`config.mk`:
```
export PLATFORM = sky130hd
export DESIGN_NAME = pwm_led_modulator
export DESIGN_NICKNAME = d
export VERILOG_FILES = /design/src/rtl/pwm_led_pkg.sv /design/src/rtl/pwm_channel.sv /design/src/rtl/pwm_led_modulator.sv
export SDC_FILE = /design/constraint.sdc
export NUM_CORES = 1
export LEC_CHECK = 0
export CAP_MARGIN = 10
export CORE_MARGIN = 2
export CORE_UTILIZATION = 52
export CTS_BUF_LIST = sky130_fd_sc_hd__clkbuf_4 sky130_fd_sc_hd__clkbuf_8
export CTS_CLUSTER_SIZE = 14
export DETAILED_ROUTE_END_ITERATION = 16
export PLACE_DENSITY = 0.74
export SETUP_SLACK_MARGIN = 0.05
export SLEW_MARGIN = 20
export SYNTH_ARGS = -nofsm -noshare
export SYNTH_HDL_FRONTEND = slang
export SYNTH_HIERARCHICAL = 1
export SYNTH_SLANG_ARGS = --single-unit
```
`constraint.sdc`:
```
create_clock -name clock -period 2.1 [get_ports clock]
set_input_delay 0.42 -clock clock [delete_from_list [all_inputs] [get_ports clock]]
set_output_delay 0.42 -clock clock [all_outputs]
set_load 0.03 [all_outputs]
```
`src/rtl/pwm_led_pkg.sv`:
```
// Shared definitions for the N-channel PWM LED modulator.
// Optional feature macro: PWM_BREATHE_EN (per-channel breathing ramp).
package pwm_led_pkg;

  // All-ones pattern; slice [CW-1:0] to get the "constant on" duty for width CW (CW <= 32).
  localparam logic [31:0] DUTY_FULL = 32'hFFFF_FFFF;

  // Breathing ramp direction, reset value is DIR_UP.
  typedef enum logic {
    DIR_UP   = 1'b0,
    DIR_DOWN = 1'b1
  } breathe_dir_e;

  // Index width for n items, never narrower than one bit.
  function automatic int chw_calc(input int n);
    return (n > 1) ? $clog2(n) : 1;
  endfunction

endpackage

```
`src/rtl/pwm_channel.sv`:
```
// One PWM channel: shadow/active duty, optional breathing ramp, comparator, output register.
// Optional feature macro: PWM_BREATHE_EN adds i_breathe and the ramp logic.
module pwm_channel
  import pwm_led_pkg::*;
#(
  parameter int CW = 8
) (
  input  logic          clock,
  input  logic          i_reset,
  input  logic          i_enable,
  input  logic          i_wr_en,
  input  logic [CW-1:0] i_wr_duty,
  input  logic [CW-1:0] i_phase,
  input  logic          i_wrap,
`ifdef PWM_BREATHE_EN
  input  logic          i_breathe,
`endif
  output logic          o_led
);

  logic [CW-1:0] shadow_q;
  logic [CW-1:0] active_q, active_d;
  logic          led_q, led_d;
`ifdef PWM_BREATHE_EN
  breathe_dir_e  dir_q, dir_d;
`endif

  // Next active duty (reloaded only in the wrap cycle) and the comparator result.
  always_comb begin
    active_d = active_q;
`ifdef PWM_BREATHE_EN
    dir_d    = dir_q;
`endif
    if (i_wrap) begin
`ifdef PWM_BREATHE_EN
      if (i_breathe) begin
        // Shadow acts as the ramp ceiling; anything above it is clamped down.
        if (dir_q == DIR_UP) begin
          active_d = (active_q < shadow_q) ? active_q + 1'b1 : shadow_q;
        end else if (active_q > shadow_q) begin
          active_d = shadow_q;
        end else if (active_q != '0) begin
          active_d = active_q - 1'b1;
        end
        if (dir_q == DIR_UP && active_d == shadow_q) dir_d = DIR_DOWN;
        if (dir_q == DIR_DOWN && active_d == '0) dir_d = DIR_UP;
      end else begin
        active_d = shadow_q;
      end
`else
      active_d = shadow_q;
`endif
    end
    led_d = i_enable && ((active_q == DUTY_FULL[CW-1:0]) || (i_phase < active_q));
  end

  // Duty state and the registered LED output; reset clears everything at once.
  always_ff @(posedge clock) begin
    if (!i_reset) begin
      shadow_q <= '0;
      active_q <= '0;
      led_q    <= 1'b0;
`ifdef PWM_BREATHE_EN
      dir_q    <= DIR_UP;
`endif
    end else begin
      if (i_wr_en) shadow_q <= i_wr_duty;
      active_q <= active_d;
      led_q    <= led_d;
`ifdef PWM_BREATHE_EN
      dir_q    <= dir_d;
`endif
    end
  end

  assign o_led = led_q;

endmodule

```
`src/rtl/pwm_led_modulator.sv`:
```
// N-channel PWM LED modulator top: shared prescaler/phase counter, duty write handshake,
// one pwm_channel per LED. Optional feature macro: PWM_BREATHE_EN adds i_breathe[NCH].
module pwm_led_modulator
  import pwm_led_pkg::*;
#(
  parameter int NCH      = 4,
  parameter int CW       = 8,
  parameter int PRESCALE = 16,
  localparam int CHW     = chw_calc(NCH)
) (
  input  logic           clock,
  input  logic           i_reset,
  input  logic [NCH-1:0] i_enable,
  input  logic           i_wr_valid,
  input  logic [CHW-1:0] i_wr_ch,
  input  logic [CW-1:0]  i_wr_duty,
  output logic           o_wr_ready,
  output logic           o_period_tick,
  output logic [NCH-1:0] o_leds
`ifdef PWM_BREATHE_EN
  ,
  input  logic [NCH-1:0] i_breathe
`endif
);

  localparam int PW = chw_calc(PRESCALE);

  logic [PW-1:0] presc_q, presc_d;
  logic [CW-1:0] phase_q, phase_d;
  logic          tick_q;
  logic          step;
  logic          wrap;
  logic          wr_fire;

  assign step = (presc_q == PW'(PRESCALE - 1));
  assign wrap = step && (phase_q == DUTY_FULL[CW-1:0]);

  // Writes are refused in the wrap cycle so a shadow update never races the reload.
  assign o_wr_ready    = i_reset && !wrap;
  assign wr_fire       = i_wr_valid && o_wr_ready;
  assign o_period_tick = tick_q;

  // Prescaler rolls over at PRESCALE-1; phase advances once per rollover and wraps naturally.
  always_comb begin
    presc_d = step ? '0 : presc_q + 1'b1;
    phase_d = step ? phase_q + 1'b1 : phase_q;
  end

  // Shared timebase registers and the period tick (one cycle after the wrap cycle).
  always_ff @(posedge clock) begin
    if (!i_reset) begin
      presc_q <= '0;
      phase_q <= '0;
      tick_q  <= 1'b0;
    end else begin
      presc_q <= presc_d;
      phase_q <= phase_d;
      tick_q  <= wrap;
    end
  end

  // Channel addresses at or above NCH match no channel, so such writes are dropped.
  for (genvar gi = 0; gi < NCH; gi++) begin : g_ch
    logic wr_en;
    assign wr_en = wr_fire && (i_wr_ch == CHW'(gi));

    pwm_channel #(.CW(CW)) u_ch (
      .clock    (clock),
      .i_reset  (i_reset),
      .i_enable (i_enable[gi]),
      .i_wr_en  (wr_en),
      .i_wr_duty(i_wr_duty),
      .i_phase  (phase_q),
      .i_wrap   (wrap),
`ifdef PWM_BREATHE_EN
      .i_breathe(i_breathe[gi]),
`endif
      .o_led    (o_leds[gi])
    );
  end

endmodule

```
==> metrics.md <==
| Metric | Value |
|---|---|
| R2R setup slack | `roughly 0.17 ns` |
| Crit path from | `presc_q[0]$_SDFF_PP0_` |
| Drt wl/cell | `between 15 and 20 um` |
| Slowest cell on crit path | `dfxtp_4` |
| Mapped cell area | `3906 um^2` |
| Die Wd | `90.67 um` |
| Commonest cells in the netlist | `dfxtp_1, mux2i_1, nor2b_1` |
| Worst-case reg-to-reg path depth | `9` |
| Least-Margin Pin Slew | `0.3059 ns` |
| All-Layer GR Usage | `0.2125` |
| Clock Sinks | `81` |
| Status | `finished, final reports clean` |
| Period Utilization, post-route | `0.9341` |
| Root buffer cell | `clkbuf_8` |
| Logic pwr share | `0.054` |
| P_sw | `635.9 uW` |
| Synth top area share | `0.4151` |
| Clock Latency Late Sink | `between 0.3 and 0.4 ns` |
| Maximum fanout along the worst path | `4` |
| Post-synth top flop | `dfxtp_1` |
| First-pass GRT wire length | `13770 um` |
| Synth Area per Inst | `10.09 um^2` |
| Register share of total power | `0.565` |
| Drt initial violations | `129` |
| CTS tree | `built` |
| Min Tclk post-route | `1.962 ns` |
| Clk_skew | `0.008620 ns` |
| Gp weighted congestion | `0.8132` |
| R2r startpoint | `phase_q[0]$_SDFFE_PN0P_` |
| Area of the multi-input gates | `2170 um^2` |
| Internal power | `2.139 mW` |
| Vias per inst | `5.407` |
| Vias in the first global route | `about 2800` |
| Clock buffer depth | `2` |
| Nets | `479` |
| Post-route ant nets | `0` |
| Layout fillers | `628` |
| Tightest Hold Check Type | `reg -> reg` |
| Number of synthesized register bits | `between 80 and 90` |
| Worst EP arrival | `1.54 ns` |
| Clock network fraction of design power | `0.381` |
| Antenna cell count | `0` |
| Family with the most delay on the worst path | `flip-flops` |
| Core Rows | `31` |
| IO Count | `23` |
| RSZ-0062 raised after global routing | `no` |
| FF/Latch Area | `1628 um^2` |
| Remaining DRCs | `0` |
| Fmax | `0.5098 GHz` |
| Hold Path Depth | `1` |
| Sw Ratio | `0.2292` |
| Number of buffers created by CTS | `9` |
| Place WS | `0.1585 ns` |
| Sequential area share after synthesis | `0.4151` |
| Final WS setup | `~0.14 ns` |
| Synth warn | `6` |
| Syn_nets | `approximately 430` |
| Layout cell share with drive strength beyond 1 | `0.1556` |
| Worst VDD drop | `0.4823 mV` |
| Synth area leaders | `dfxtp_1, mux2i_1, nor2b_1` |
| H-tree Lvls | `3` |
| Die area | `just over 8000 um^2` |
| Maxcap violations | `0` |
| Post-DP HPWL | `around 5900 um` |
| Total grt overflow | `0` |
| Core ar. | `7253 um^2` |
| Initial core utilization | `0.5386` |
| Height of the die | `90.67 um` |
| Slew HR | `0.7954` |
| Critical path endpoint category | `output pin` |
| Critical Path RT | `1.68 ns` |
| Mapped Cells | `387` |
| Drt pass-1 iters | `4` |
| Largest net degree at the start of global routing | `28` |
| Placed insts | `516` |
| Crit-path max cell delay | `0.38 ns` |
| Final Slew Violations | `0` |
| Syn-to-layout area delta | `19.44%` |
| Startpoint types | `flop` |
| Clk slew on worst S/H paths | `roughly 0.08 ns` |
| Final wirelength | `8186 um` |
| Number of synthesized flops with an enable pin | `0` |
| Most common cell in the synthesized netlist | `dfxtp_1` |
| Hold path start | `presc_q[0]$_SDFF_PP0_` |
| Class of the most critical setup path | `reg -> out` |
| Non-Filler Instances | `536` |
| Final Power | `2.775 mW` |
| Final Setup Violations | `0` |
| Critical Path Stages | `6` |
| Antenna violations before repair | `0` |
| Cts hold-fix bufs | `0` |
| Final core utilization | `0.6433` |
| WP buf/inv | `2` |
| Ys async rst share | `0` |
| Final Hold Viols | `0` |
| Worst path cell trace | `ha_4 > nand4_4 > nor3_4 > buf_12 > nor2_1 > buf_4` |
| Static leakage | `1.611 nW` |
| Pwr dens | `approximately 590 nW/um^2` |
| Distinct cells, synth | `33` |
| Port-buffer cells | `22` |
| Setup tns final | `0 ns` |
| DR vias | `~2900` |
| Cell taking the most area after synthesis | `dfxtp_1` |
[timing repair]
item,CTS,global route
setup buffers,3,0
pin swaps,1,2
gates resized for setup,3,8
endpoints found under the setup margin,1,21
gates cloned,1,0
[area by class of cell]
| type | instances | area share |
|---|---|---|
| inverters | 30 | 0.02414 |
| well taps | 99 | 0.02655 |
| multi-input cells | 262 | 0.4650 |
| flip-flops and latches | 81 | 0.3489 |
| clock inverters | 4 | 0.005900 |
| repair buffers | 48 | 0.09547 |
| clock buffers | 12 | 0.03406 |
[worst register-to-register path: stages, from the launching register on]
cell	delay (ns)
dfxtp_1	0.33
ha_1	0.24
nand2_4	0.11
nor3_4	0.05
buf_12	0.12
buf_4	0.17
nor3_1	0.26
buf_4	0.25
mux2i_1	0.22
nor2b_1	0.06
[path summary, 6_finish.rpt]
check | end
worst max-delay path | o_wr_ready
worst min-delay path | presc_q[0]$_SDFF_PP0_
worst max register to register | g_ch[3].u_ch/shadow_q[3]$_SDFFE_PN0P_
worst min register to register | presc_q[0]$_SDFF_PP0_
[flip-flops by register name (all words and copies together) (netlist names)]
name	cells
g_ch.u_ch/o_led	4
g_ch.u_ch/shadow_q	32
phase_q	8
g_ch.u_ch/active_q	32
o_period_tick	1
presc_q	4
[cell families after synthesis]
group,after synthesis,share of synthesized area
xor gates and xnor gates,3,0.006728
adders and majority gates,30,0.09609
DFF,81,0.4151
buffers and inverters,44,0.04677
AOI/OAI and AO/OA,33,0.06983
muxes,65,0.1666
and+or+nand+nor,131,0.1989
[power groups by stage]
stage / combinational (mW) / clock (mW) / sequential (mW)
after floorplan: 0.0726 / 0 / 1.60
after global placement: 0.145 / 0 / 1.60
after detailed placement: 0.148 / 0 / 1.60
after CTS: 0.148 / 1.08 / 1.57
after global routing: 0.165 / 1.15 / 1.57
final: 0.151 / 1.06 / 1.57
[cell usage in the layout (no fill, tap or decap), types with 2 or more instances in the layout]
master and count:
clkdlybuf4s50_1 20, o31ai_1 2, a2111oi_2 4, o21ai_0 8
nand2b_1 4, or3_1 5, dfxtp_2 2, a211oi_1 4
ha_1 29, nor2b_1 64, mux2i_1 65, dfxtp_1 78
or3_2 2, inv_1 30, xor2_1 2, a21oi_1 9
or2_2 3, nand4_1 15, clkbuf_8 11, nand2_1 10
or4_1 2, nor4_1 2, nor3_1 5, clkinvlp_4 3
nor2_1 10, buf_4 25, o41ai_2 4
[metrics by stage]
stage                     hold slack, ns  cell area, um^2
after floorplan                   0.4296             3906
after global placement            0.4428             4374
after detailed placement          0.4650             4374
after CTS                         0.4363             4626
after global routing              0.4818             4666
final                             0.4556             4666
[layer usage]
metal  global-route usage  up-vias  wire [um]
met5                    0        -          0
met4              0.04744        0         61
met3              0.05175        5        373
met2               0.3551       50       3995
met1               0.2783     1396       3755
li1                     -     1447          -
(Power assumes the default switching activity.)
